### config.mk
export PLATFORM = sky130hd
export DESIGN_NAME = ones_pattern_gen
export DESIGN_NICKNAME = d
export VERILOG_FILES = /design/src/rtl/ones_pkg.sv /design/src/rtl/ones_next_comb.sv /design/src/rtl/ones_pattern_gen.sv
export SDC_FILE = /design/constraint.sdc
export NUM_CORES = 1
export LEC_CHECK = 0
export ABC_AREA = 0
export BUFFER_PORTS_ARGS = -buffer_cell sky130_fd_sc_hd__buf_2
export CELL_PAD_IN_SITES_DETAIL_PLACEMENT = 0
export CELL_PAD_IN_SITES_GLOBAL_PLACEMENT = 1
export CORE_UTILIZATION = 40
export CTS_CLUSTER_DIAMETER = 40
export DETAILED_ROUTE_END_ITERATION = 12
export PLACE_DENSITY_LB_ADDON = 0.1
export SYNTH_ARGS = -nofsm -noshare
export SYNTH_HDL_FRONTEND = slang
export SYNTH_SLANG_ARGS = --single-unit
export TNS_END_PERCENT = 1
### constraint.sdc
create_clock -name clk -period 4.9 [get_ports clk]
set_clock_uncertainty 0.2 [all_clocks]
set_input_delay 0.245 -clock clk [delete_from_list [all_inputs] [get_ports clk]]
set_output_delay 0.245 -clock clk [all_outputs]
set_load 0.02 [all_outputs]
### src/rtl/ones_pkg.sv
// ones_pkg: shared state type, default width and first/last word helpers for ones_pattern_gen
package ones_pkg;
  typedef enum logic [1:0] {IDLE, RUN, DONE} state_t;
  localparam int ONES_N = 9;
  function automatic logic [31:0] first_word(input int k);
    return (32'd1 << k) - 32'd1;
  endfunction
  function automatic logic [31:0] last_word(input int k, input int n = ONES_N);
    return first_word(k) << (n - k);
  endfunction
endpackage

### src/rtl/ones_next_comb.sv
// ones_next_comb: next larger word with the same number of ones as x
module ones_next_comb
  import ones_pkg::*;
#(
  parameter int N = ONES_N
) (
  input  logic [N-1:0] x,
  output logic [N-1:0] next
);
  logic [N:0] xe, c, r;
  logic [31:0] tz;
  assign xe = {1'b0, x};
  // priority encoder: position of the lowest set bit
  always_comb begin
    tz = N;
    for (int i = N - 1; i >= 0; i--) tz = x[i] ? i : tz;
  end
  // lowest set bit, then ripple it upward
  always_comb begin
    c = xe & (~xe + 1'b1);
    r = xe + c;
  end
  assign next = N'(r | ((xe ^ r) >> (tz + 32'd2)));
endmodule

### src/rtl/ones_pattern_gen.sv
// ones_pattern_gen: streams every N-bit word of a given weight in ascending order; ONES_SELF_CHECK_EN adds a popcount checker driving err
module ones_pattern_gen
  import ones_pkg::*;
#(
  parameter int N  = ONES_N,
  parameter int IW = 7,
  parameter int KW = 4
) (
  input  logic          clk,
  input  logic          rst,
  input  logic          start,
  input  logic [KW-1:0] weight,
  output logic          busy,
  output logic          out_valid,
  input  logic          out_ready,
  output logic [N-1:0]  pattern,
  output logic [IW-1:0] index,
  output logic          out_last,
  output logic          done,
  output logic          err
);
  localparam logic [KW-1:0] NK = KW'(N);
  state_t state, state_n;
  logic [KW-1:0] k;
  logic [N-1:0] nxt;
  logic fire;
  ones_next_comb #(.N(N)) u_next (.x(pattern), .next(nxt));
  assign busy      = state != IDLE;
  assign out_valid = state == RUN;
  assign done      = state == DONE;
  assign out_last  = out_valid && pattern == N'(last_word(int'(k), N));
  assign fire      = out_valid && out_ready;
  // state register
  always_ff @(posedge clk) state <= rst ? IDLE : state_n;
  // next-state: out-of-range weight goes straight to DONE without emitting
  always_comb begin
    state_n = state;
    state_n = state == IDLE ? (start ? (weight > NK ? DONE : RUN) : IDLE) :
              state == RUN  ? (fire && out_last ? DONE : RUN) : IDLE;
  end
  // weight latch, word and ordinal registers; all hold under backpressure
  always_ff @(posedge clk) begin
    if (rst) begin
      k       <= '0;
      pattern <= '0;
      index   <= '0;
    end else if (state == IDLE && start) begin
      k       <= weight;
      pattern <= N'(first_word(int'(weight)));
      index   <= '0;
    end else if (fire && !out_last) begin
      pattern <= nxt;
      index   <= index + 1'b1;
    end
  end
`ifdef ONES_SELF_CHECK_EN
  logic [KW-1:0] pc;
  // popcount of the word on the stream
  always_comb begin
    pc = '0;
    for (int i = 0; i < N; i++) pc = pc + KW'(pattern[i]);
  end
  // sticky weight mismatch flag, cleared only by reset
  always_ff @(posedge clk) begin
    if (rst) err <= 1'b0;
    else if (out_valid && pc != k) err <= 1'b1;
  end
`else
  assign err = 1'b0;
`endif
endmodule

==> flow_metrics.env <==
export IMPL_final_layout_size_suffix_gt1_share_pct=16.3
export IMPL_cts_buffer_depth=2
export IMPL_cts_max_level=1
export IMPL_fin_setup_tns_ns=0
export IMPL_ant_nets=0
export IMPL_drt_first_pass_iters=7
export IMPL_grt_first_pass_wirelength_um=13500
export IMPL_max_slew_margin_rel_pct=42.8
export IMPL_cts_sinks=22
export IMPL_crit_path_max_fanout=17
export IMPL_ys_async_sr_fraction_pct=0
export IMPL_whs_ns=0.102
export IMPL_final_cell_mix="48 x nand2_1, 29 x nor2_1, 28 x a21oi_1, 27 x buf_2, 22 x dfxtp_1"
export IMPL_dr_wl_met3_um=568
export IMPL_maxSlewViolCount=0
export IMPL_dp_hpwl_um=6100
export IMPL_met2_length_um=3700
export IMPL_r2r_slack_ns=0.85
export IMPL_syn_area_um2=2750
export IMPL_via_count=3021
export IMPL_drc=0
export IMPL_synth_warnings=0
export IMPL_port_buffers=27
export IMPL_nNetsFinal=413
export IMPL_fillers=677
export IMPL_cts_root_buf="clkbuf_8"
export IMPL_maxCapViolCount=0
export IMPL_grt_max_degree=27
export IMPL_timing_final_crit_share_pct=82.7
export IMPL_grt_pass1_vias=2614
export IMPL_start_util_pct=42.4
export IMPL_seq_area_um2=440
export IMPL_p_per_area_nw_per_um2=375
export IMPL_worstMarginPinSlew_ns=0.858
export IMPL_hold_violations=0
export IMPL_highest_layer="met4"
export IMPL_gr_usage_all_layers_pct=23.2
export IMPL_via_per_inst=6.36
export IMPL_synth_cell_type_count=75
export IMPL_syn_inst=392
export IMPL_clk_latency_ns=0.27
export IMPL_drt_total_wl_um=8260
export IMPL_area_growth_pct=7.64
export IMPL_min_path_type="input port to flip-flop"
export IMPL_final_common_cell="nand2_1"
export IMPL_synth_edf_count=0
export IMPL_finalSetupViolations=0
export IMPL_ys_ff_latch=22
export IMPL_synth_area_per_cell_um2=7.02
export IMPL_ios=29
export IMPL_worstSetupPathType="flip-flop to flip-flop"
export IMPL_multi_input_area_um2=2100
export IMPL_core_area_um2=6490
export IMPL_synth_nets=406
export IMPL_antenna_cells=0
export IMPL_die_area_um2=7210
export IMPL_post_route_min_period_ns=4.05
export IMPL_die_h_um=84.9
export IMPL_crit_arrival_ns=4.03
export IMPL_power_mw=1.11
export IMPL_seq_area_frac_synth_pct=16.0
export IMPL_post_cts_setup_buffers=0
export IMPL_cp_required_ns=4.87
export IMPL_wl_per_cell_um=17.4
export IMPL_cts_tree="built"
export IMPL_hold_buffers=0
export IMPL_gp_congestion=0.939
export IMPL_clk_pin_slew_ns=0.08
export IMPL_synthFlopType="dfxtp_1"
export IMPL_ir_drop_v=0.000248
export IMPL_startpoint_type="flip-flop"
export IMPL_met1_length_um=3920
export IMPL_num_rows=29
export IMPL_p_leak_nw=1.13
export IMPL_grt_overflow=0
export IMPL_cts_buffers=3
export IMPL_crit_path_end_kind="flip-flop"
export IMPL_drtIter0Drc=257
export IMPL_antenna_found_initial=0
export IMPL_max_freq_mhz=247
export IMPL_die_w_um=84.9
export IMPL_rsz0062_at_grt="false"
export IMPL_ctsResizeCount=0
export IMPL_outcome="completed"
[through the flow]
step | area [um^2] | util (%) | setup WS, ns | std cells
after CTS | 2960 | 45.6 | 0.853 | 475
after floorplan | 2750 | - | 1.31 | 392
after detailed placement | 2890 | 44.5 | 0.861 | 471
after global routing | 2960 | 45.6 | 0.496 | 475
final | 2960 | 45.6 | 0.847 | 475
after global placement | 2890 | 44.5 | 0.970 | 471
[routing by layer]
layer  global-route usage [%]  up-vias
li1                         -     1477
met5                        0        -
met4                     5.55        0
met3                     3.31       10
met1                     33.1     1423
met2                     36.7      111
[critical path: stages, from the launching register on]
cell,delay [ns]
dfxtp_1,0.64
or4b_4,0.54
ha_1,0.37
nor2b_1,0.18
o32ai_2,0.29
o2111ai_1,0.15
nor2b_1,0.20
a2111oi_4,0.53
a22oi_1,0.38
or3_1,0.43
o41ai_2,0.06
[cells in the mapped netlist, types with 3 or more instances]
cell,instances,area (um^2)
a31oi_1,7,43.8
o21ai_0,21,105
nor2_1,29,109
nand3_1,15,75.1
nor3b_1,3,22.5
mux2_2,4,45.0
xor2_1,3,26.3
xnor2_1,8,70.1
nor3_1,9,45.0
dfxtp_1,22,440
o211ai_1,9,67.6
and4_1,3,26.3
or3_1,10,62.6
ha_1,6,75.1
mux2i_1,3,30.0
nand2_1,48,180
nor4_1,4,25.0
nand4_1,10,62.6
and2_1,7,43.8
nand2b_1,10,62.6
clkbuf_1,24,90.1
a21oi_1,28,140
or4_1,3,22.5
o2111ai_1,6,52.6
a211oi_1,3,22.5
nor2b_1,10,62.6
inv_1,13,48.8
a21o_1,6,45.0
a31o_2,6,52.6
buf_2,4,20.0
o31ai_1,4,30.0
[layout make-up]
class                      instances  area share, %
clock buffer                       3           1.39
timing repair buffer              36           6.84
sequential                        22           14.9
inverter                          13           1.65
tap                               77           3.25
multi-input combinational        323           71.0
clock inverter                     1           1.01
[sequential cells by signal (all words and copies together), names as in the netlist]
register	cells
pattern	9
state	2
index	7
k	4
[power breakdown]
group | switching [mW] | internal [mW]
registers | 0.0218 | 0.196
clock network | 0.0614 | 0.109
logic | 0.469 | 0.252
[worst paths after layout]
kind,start,end,cells past startpoint
worst min register to register,index[6],index[6],2
worst max register to register,k[0],pattern[6],10
worst min-delay path,out_ready,state[0],3
worst max-delay path,k[0],pattern[6],10
[logic make-up after synthesis]
logic type / after synthesis / share of synthesized area [%]
xor+xnor: 12 / 4.09
buf+inv: 47 / 7.59
flops: 22 / 16.0
simple gates: 172 / 32.9
other cells: 1 / 0.136
fa+ha+maj: 6 / 2.73
compound gates: 125 / 33.8
mux: 7 / 2.73
No activity file was read; power rests on OpenSTA's default activity.
